--- src/rtl/cascade_pi_pwm.sv ---
// Cascaded outer/inner PI controller feeding a triangle-carrier PWM modulator.
// Latency: adc_valid at N -> busy N+1..N+4, outer_out from N+3, done at N+4; duty applied at next carrier valley.
// Backpressure: none; adc_valid while busy is dropped, no queueing.
//
// Ports:
//   i_clk, i_rst (sync, active-high), i_enable (low clears loop state)
//   i_setpoint, i_ch0 (outer fb), i_ch1 (inner fb), i_adc_valid (sample strobe)
//   o_busy, o_done (new duty pending), o_outer_out, o_duty (active), o_pwm_out
module cascade_pi_pwm #(
   parameter int DW          = 12,
   parameter int OW          = 32,
   parameter int SHIFT       = 8,
   parameter int KP_O        = 256,
   parameter int KI_O        = 16,
   parameter int KP_I        = 512,
   parameter int KI_I        = 32,
   parameter int OUT_MIN     = 0,
   parameter int OUT_MAX     = 4095,
   parameter int CARRIER_MAX = 1000
) (
   input  logic                 i_clk,
   input  logic                 i_rst,
   input  logic                 i_enable,
   input  logic [DW-1:0]        i_setpoint,
   input  logic [DW-1:0]        i_ch0,
   input  logic [DW-1:0]        i_ch1,
   input  logic                 i_adc_valid,
   output logic                 o_busy,
   output logic                 o_done,
   output logic signed [OW-1:0] o_outer_out,
   output logic signed [OW-1:0] o_duty,
   output logic                 o_pwm_out
);

   localparam logic signed [OW-1:0] C_KP_O = OW'(KP_O);
   localparam logic signed [OW-1:0] C_KI_O = OW'(KI_O);
   localparam logic signed [OW-1:0] C_KP_I = OW'(KP_I);
   localparam logic signed [OW-1:0] C_KI_I = OW'(KI_I);
   localparam logic signed [OW-1:0] C_OMIN = OW'(OUT_MIN);
   localparam logic signed [OW-1:0] C_OMAX = OW'(OUT_MAX);
   localparam logic signed [OW-1:0] C_IMIN = '0;
   localparam logic signed [OW-1:0] C_IMAX = OW'(CARRIER_MAX);
   localparam logic signed [OW-1:0] C_ONE  = OW'(1);

   typedef enum logic [2:0] {S_IDLE, S_OUT_MUL, S_OUT_UPD, S_IN_MUL, S_IN_UPD} state_t;

   state_t                r_state;
   logic signed [OW-1:0]  r_sp, r_fb0, r_fb1;
   logic signed [OW-1:0]  r_err_o, r_prod_o, r_int_o;
   logic signed [OW-1:0]  r_err_i, r_prod_i, r_int_i;
   logic signed [OW-1:0]  r_outer_out, r_duty_pend, r_duty, r_carrier;
   logic                  r_dir_up, r_busy, r_done, r_pwm;

   logic signed [OW-1:0]  w_err_o, w_err_i, w_uraw_o, w_uraw_i, w_u_o, w_u_i;
   logic                  w_hold_o, w_hold_i;

   function automatic logic signed [OW-1:0] f_clamp(input logic signed [OW-1:0] v,
                                                    input logic signed [OW-1:0] lo,
                                                    input logic signed [OW-1:0] hi);
      if (v < lo)      return lo;
      else if (v > hi) return hi;
      else             return v;
   endfunction

   assign w_err_o  = r_sp - r_fb0;
   assign w_err_i  = r_outer_out - r_fb1;

   // Proportional term plus the integrator value from before this update.
   assign w_uraw_o = (r_prod_o + r_int_o) >>> SHIFT;
   assign w_uraw_i = (r_prod_i + r_int_i) >>> SHIFT;
   assign w_u_o    = f_clamp(w_uraw_o, C_OMIN, C_OMAX);
   assign w_u_i    = f_clamp(w_uraw_i, C_IMIN, C_IMAX);

   // Anti-windup: freeze the integrator while saturated and the error pushes further out.
   assign w_hold_o = ((w_uraw_o > C_OMAX) && !r_err_o[OW-1] && (r_err_o != '0)) ||
                     ((w_uraw_o < C_OMIN) &&  r_err_o[OW-1]);
   assign w_hold_i = ((w_uraw_i > C_IMAX) && !r_err_i[OW-1] && (r_err_i != '0)) ||
                     ((w_uraw_i < C_IMIN) &&  r_err_i[OW-1]);

   always_ff @(posedge i_clk) begin
      if (i_rst) begin
         r_state     <= S_IDLE;
         r_sp        <= '0;
         r_fb0       <= '0;
         r_fb1       <= '0;
         r_err_o     <= '0;
         r_prod_o    <= '0;
         r_int_o     <= '0;
         r_err_i     <= '0;
         r_prod_i    <= '0;
         r_int_i     <= '0;
         r_outer_out <= '0;
         r_duty_pend <= '0;
         r_duty      <= '0;
         r_carrier   <= '0;
         r_dir_up    <= 1'b1;
         r_busy      <= 1'b0;
         r_done      <= 1'b0;
         r_pwm       <= 1'b0;
      end else begin
         // Triangle carrier runs regardless of enable so the PWM phase is never disturbed.
         if (r_dir_up) begin
            r_carrier <= r_carrier + C_ONE;
            if (r_carrier == C_IMAX - C_ONE) r_dir_up <= 1'b0;
         end else begin
            r_carrier <= r_carrier - C_ONE;
            if (r_carrier == C_ONE) r_dir_up <= 1'b1;
         end

         if (!i_enable) begin
            r_state     <= S_IDLE;
            r_int_o     <= '0;
            r_int_i     <= '0;
            r_outer_out <= '0;
            r_duty_pend <= '0;
            r_duty      <= '0;
            r_busy      <= 1'b0;
            r_done      <= 1'b0;
            r_pwm       <= 1'b0;
         end else begin
            r_done <= 1'b0;
            r_pwm  <= (r_duty > r_carrier);
            // Shadow load only at the valley so a pulse is never cut mid-period.
            if (r_carrier == '0) r_duty <= r_duty_pend;

            case (r_state)
               S_IDLE: begin
                  if (i_adc_valid) begin
                     r_sp    <= {{(OW-DW){1'b0}}, i_setpoint};
                     r_fb0   <= {{(OW-DW){1'b0}}, i_ch0};
                     r_fb1   <= {{(OW-DW){1'b0}}, i_ch1};
                     r_busy  <= 1'b1;
                     r_state <= S_OUT_MUL;
                  end
               end
               S_OUT_MUL: begin
                  r_err_o  <= w_err_o;
                  r_prod_o <= C_KP_O * w_err_o;
                  r_state  <= S_OUT_UPD;
               end
               S_OUT_UPD: begin
                  r_outer_out <= w_u_o;
                  if (!w_hold_o) r_int_o <= r_int_o + C_KI_O * r_err_o;
                  r_state <= S_IN_MUL;
               end
               S_IN_MUL: begin
                  r_err_i  <= w_err_i;
                  r_prod_i <= C_KP_I * w_err_i;
                  // Registered so the pulse is visible during the final update cycle.
                  r_done   <= 1'b1;
                  r_state  <= S_IN_UPD;
               end
               S_IN_UPD: begin
                  r_duty_pend <= w_u_i;
                  if (!w_hold_i) r_int_i <= r_int_i + C_KI_I * r_err_i;
                  r_busy  <= 1'b0;
                  r_state <= S_IDLE;
               end
               default: r_state <= S_IDLE;
            endcase
         end
      end
   end

   assign o_busy      = r_busy;
   assign o_done      = r_done;
   assign o_outer_out = r_outer_out;
   assign o_duty      = r_duty;
   assign o_pwm_out   = r_pwm;

endmodule

--- config.mk ---
export PLATFORM = sky130hd
export DESIGN_NAME = cascade_pi_pwm
export DESIGN_NICKNAME = d
export VERILOG_FILES = /design/src/rtl/cascade_pi_pwm.sv
export SDC_FILE = /design/constraint.sdc
export NUM_CORES = 1
export LEC_CHECK = 0
export ABC_AREA = 1
export BUFFER_PORTS_ARGS = -buffer_cell sky130_fd_sc_hd__buf_2
export CORE_MARGIN = 1.5
export CORE_UTILIZATION = 44
export CTS_CLUSTER_DIAMETER = 60
export DETAILED_ROUTE_END_ITERATION = 8
export GPL_ROUTABILITY_DRIVEN = 0
export MAX_ROUTING_LAYER = met4
export PLACE_DENSITY = 0.7
export RECOVER_POWER = 50
export SETUP_SLACK_MARGIN = 0.1
export SLEW_MARGIN = 20
export SYNTH_ARGS = -nofsm -noshare
export SYNTH_HDL_FRONTEND = slang
export SYNTH_SLANG_ARGS = --single-unit
--- constraint.sdc ---
create_clock -name i_clk -period 3.2 [get_ports i_clk]
set_clock_uncertainty 0.15 [all_clocks]
set_input_delay 0.32 -clock i_clk [delete_from_list [all_inputs] [get_ports i_clk]]
set_output_delay 0.32 -clock i_clk [all_outputs]
set_load 0.01 [all_outputs]
After elaboration in Yosys (flattened, before gate mapping)

Cells that the tools add are included.

Register bits: 346
Bits in latches: 0
RAM bits: 0
Bits in read-only memories: 0
Output and inout bits: 67
Word-level logic and storage cells: 76
Memories: 0

Add/subtract/negate cells: 8
Multiply operators: 0
Div/mod/pow operators: 0
Magnitude comparators: 5
Eq/ne operators: 7
Shifts and indexed selects: 0
Muxes and demuxes: 13
Bitwise operators: 3
Reduce and logical (&&, ||, !) cells: 22

Operators with widths:

| kind                    | count |
|---|---|
| $mux W32                | 5 |
| $add A32 B32 Y32        | 4 |
| $reduce_bool A32 Y1     | 2 |
| $lt A24 B1 Y1 const B   | 2 |
| $add A32 B2 Y32 const B | 1 |
| $eq A32 B11 Y1 const B  | 1 |
| $eq A32 B2 Y1 const B   | 1 |
| $gt A32 B32 Y1          | 1 |
| $logic_not A32 Y1       | 1 |
| $sub A32 B13 Y32        | 1 |
| $sub A32 B2 Y32 const B | 1 |
| $gt A24 B11 Y1 const B  | 1 |
| $gt A24 B13 Y1 const B  | 1 |
| $sub A12 B12 Y13        | 1 |
| $pmux W3 S4             | 1 |
| $reduce_and A2 Y1       | 5 |
| $eq A3 B2 Y1 const B    | 2 |
| $logic_and A1 B1 Y1     | 6 |
| $mux W1                 | 5 |
| $eq A3 B1 Y1 const B    | 1 |
| $eq A3 B3 Y1 const B    | 1 |
| $logic_not A3 Y1        | 1 |
| $mux W3                 | 1 |
| $not A1 Y1              | 3 |
| 7 further kinds         | 9 |

Longest topological paths before layout

Depth after elaboration: 7
Gate-level depth with buffers: 22
Gate-level depth less buffers: 21

Worst setup path after synthesis

Ideal clock, no wire load.

Path type: register to register
Start: reg r_err_o[30]
End: reg r_int_o[27]
Setup time: 0.113 ns
Arrival: 2.567 ns
Data required time: 2.937 ns
Setup slack: 0.370 ns
Stages on the path, launching flop included: 19
Path buffers: 3
Cells stage by stage: dfxtp_1 ha_1 buf_4 nand2_1 inv_1 nand2_1 nand2_1 a21oi_1 nand3_1 nand2_1 nand3_1 nor2_1 nand3_4 nand3_4 buf_8 buf_8 nand3_2 nand2_1 nor2_1

Cells in the longest elaborated chain, start to end: 5

RTL lines:

| what                        | line | text |
|---|---|---|
| start, declared             | 49   | `logic signed [OW-1:0] r_err_o, r_prod_o, r_int_o;` |
| start signal, assigned      | 137  | `r_err_o <= w_err_o;` |
| $reduce_bool A32 Y1         | 75   | `assign w_hold_o = ((w_uraw_o > C_OMAX) && !r_err_o[OW-1] && (r_err_o != '0)) \|\|` |
| $logic_and A1 B1 Y1         | 75   |  |
| $logic_or A1 B1 Y1          | 75   |  |
| $not A1 Y1 (no line)        | -    |  |
| $reduce_and A2 Y1 (no line) | -    |  |
| end signal, assigned        | 143  | `if (!w_hold_o) r_int_o <= r_int_o + C_KI_O * r_err_o;` |
| end, declared               | 49   |  |

Every way passes these cells.
A chain may end at the register's enable or synchronous reset.

Worst setup path in the final report

Start: reg r_err_o[30]
End: reg r_int_o[21]

The elaborated chain is that of the path after synthesis.

==> metrics.md <==
| Metric | Value |
|---|---|
| Final net count | `2,946` |
| Worst Setup Start Kind | `register` |
| Outcome | `completed` |
| FFs w/ async S/R, synth | `0` |
| CTS Sinks | `244` |
| Min Clock Period, post-route | `3.021 ns` |
| Yosys cell types | `55` |
| Die X-Extent | `201.9 um` |
| Global-route wire length before repair | `roughly 80 mm` |
| Worst setup margin | `~0.18 ns` |
| CTS HTree Levels | `2` |
| Post-synthesis cell count | `2,618` |
| Setup TNS Final | `0 ns` |
| DR WL/cell | `15.12 um` |
| CTS Buffer Depth | `3` |
| Synthesized area | `17,400 sq um` |
| Antenna cells | `0` |
| Setup crit end kind | `register` |
| DRC viols | `0` |
| Leak | `9.252 nW` |
| Initial antenna violation count | `0` |
| Synth area leader | `dfxtp_1` |
| WS Path Type | `register to register` |
| Mean post-synth cell area | `approximately 6.6 sq um` |
| Relative slew slack | `0.1126` |
| Top cells by area, synth | `dfxtp_1, nand2_1, ha_1, a21oi_1, inv_1` |
| MaxCap Viol Count | `0` |
| Drt pass-1 iters | `5` |
| DR vias/cell | `between 5 and 6` |
| CTS tree | `done` |
| Setup violations, final | `0` |
| Worst-Margin Slew | `1.331 ns` |
| Initial core utilization | `0.4482` |
| Tot Pwr | `8.184 mW` |
| Post-synth EDFFs | `0` |
| Crit path arrival time | `between 3 and 4 ns` |
| DRT antenna net count | `0` |
| Iter 0 DRT Violations | `between 1,000 and 1,500` |
| Vias after detailed routing | `17,680` |
| Worst skew pair latency | `0.57 ns` |
| Final HPWL DP | `37.58 mm` |
| Met1 usage | `0.3201` |
| Grt total ovfl | `0` |
| GRT Overall Usage | `0.2466` |
| Met2 Use GR | `0.3882` |
| RSZ-0062 raised after global routing | `yes` |
| Clock Root Buffer | `clkbuf_16` |
| Die Area | `40,750 sq um` |
| # IOs | `107` |
| Largest net degree at the start of global routing | `75` |
| Sequential fraction of the synthesis area | `0.2807` |
| Met3 Resource Use GR | `0.03047` |
| Clk pin slew, worst setup/hold paths | `~0.06 ns` |
| Row cnt | `72` |
| Final WL | `49.96 mm` |
| Top FF cell, synth | `dfxtp_1` |
| Inserted Clock Buffers | `34` |
| Global route hottest layer | `met2` |
| Worst hold path class | `input pin to register` |
| Fraction of layout instances using a drive strength above 1 | `0.09365` |
| Hold WS | `0.1511 ns` |
| Commonest non-fill, non-tap cell in the layout | `nand2_1` |
| CORE AREA | `38,830 sq um` |
| Max Freq | `331.0 MHz` |
| Die height | `201.9 um` |
| Final period util | `0.9440` |
| Vias in the first global route | `16,480` |
| Final hold violation count | `0` |
| CP required | `3.51 ns` |
| Number of port buffers | `88` |
| IR drop worst, VDD | `0.3664 mV` |
| Most frequent cells in the layout | `nand2_1, inv_1, a21oi_1` |
| Ys Warns | `0` |
| Critical Path Fanout Max | `11` |
| Power Density | `405.3 nW/um^2` |
| Pre-CTS setup slack | `0.04440 ns` |
| Share of the synthesized area in the top cell type | `0.2807` |
| #FFs+latches synth | `approximately 240` |
| # fillers | `roughly 3,800` |
| Slew Viols, Final | `0` |
| Synth-to-layout area growth | `16.03%` |
-- worst paths after layout --
kind	depth (start not counted)	startpoint	slack (ns)	endpoint
min reg2reg	2	r_duty_pend[12]$_SDFFE_PP0P_	0.29	r_duty_pend[12]$_SDFFE_PP0P_
min	4	i_ch1[11]	0.15	r_fb1[11]$_SDFFE_PP0P_
max reg2reg	12	r_err_o[30]$_SDFFE_PP0P_	0.18	r_int_o[21]$_SDFFE_PP0P_
max	12	r_err_o[30]$_SDFFE_PP0P_	0.18	r_int_o[21]$_SDFFE_PP0P_
-- per-stage QoR --
stage                     cells    util  cell area [sq um]
after floorplan            2635       -              17470
after global placement     3196  0.4756              18470
after detailed placement   3196  0.4756              18470
after CTS                  3294  0.5152              20000
after global routing       3305  0.5200              20190
final                      3305  0.5200              20190
-- power by group --
group	internal, mW	switching (mW)
registers	3.11	0.0548
clock network	2.26	1.56
logic	0.475	0.722
total	5.85	2.34
-- registers in the layout (all words and copies together), names as in the netlist --
name         cells
o_busy           1
o_done           1
o_duty          23
o_outer_out     23
o_pwm_out        1
r_carrier       32
r_dir_up         1
r_duty_pend     23
r_err_i         32
r_err_o         13
r_fb0           12
r_fb1           12
r_int_i         27
r_int_o         28
r_sp            12
r_state          3
-- final cells by class --
class	count	area (sq um)	area share
multi-input combinational	1946	10810	0.5352
sequential	244	4891	0.2422
timing repair buffer	191	1414	0.07002
inverter	345	1297	0.06426
clock buffer	44	928.4	0.04598
tap	518	648.1	0.03210
clock inverter	17	206.4	0.01022
-- kinds of logic (layout without fill, tap and decap cells) --
| logic type | after synthesis | count (layout) | share of synthesized area |
|---|---|---|---|
| simple gates | 1129 | 1129 | 0.2799 |
| compound gates | 560 | 560 | 0.1777 |
| buf+inv | 445 | 597 | 0.1074 |
| flops | 244 | 244 | 0.2807 |
| fa+ha+maj | 144 | 144 | 0.1061 |
| xor+xnor | 94 | 94 | 0.04731 |
| other cells | 1 | 18 | 0.0002155 |
| mux | 1 | 1 | 0.0005752 |
-- critical path, cell delays in order (launching register included) --
cell and delay [ns]:
dfxtp_2 0.39, buf_4 0.18, ha_1 0.39, nand2_1 0.12
nor4_1 0.46, a21oi_2 0.13, xor2_2 0.19, inv_1 0.13
nand3_4 0.22, buf_12 0.22, clkbuf_16 0.16, a21oi_2 0.12
nor2_1 0.05
-- timing repair --
| item | in CTS | in global routing |
|---|---|---|
| buffers inserted | 0 | 6 |
| gates cloned | 1 | 5 |
| pin swaps | 0 | 5 |
| hold buffers | 36 | 0 |
| hold endpoints to repair | 36 | 0 |
| resized for setup | 4 | 32 |
| setup endpoints to repair | 16 | 80 |
-- cell usage after synthesis (31+ instances only) --
cell	n
ha_1	138
clkbuf_1	49
nand2_1	565
o21ai_0	190
xnor2_1	31
inv_1	329
xor2_1	63
a21oi_1	268
dfxtp_1	244
nand3_1	122
nor3_1	66
nand4_1	36
nor2_1	266
-- layer usage --
layer,routed length [um],up-vias,part of all wire
met5,0,-,0
met4,1723,0,0.034
met3,2864,119,0.057
met2,22820,532,0.46
met1,22560,8118,0.45
li1,-,8907,-
(Power assumes the default switching activity.)
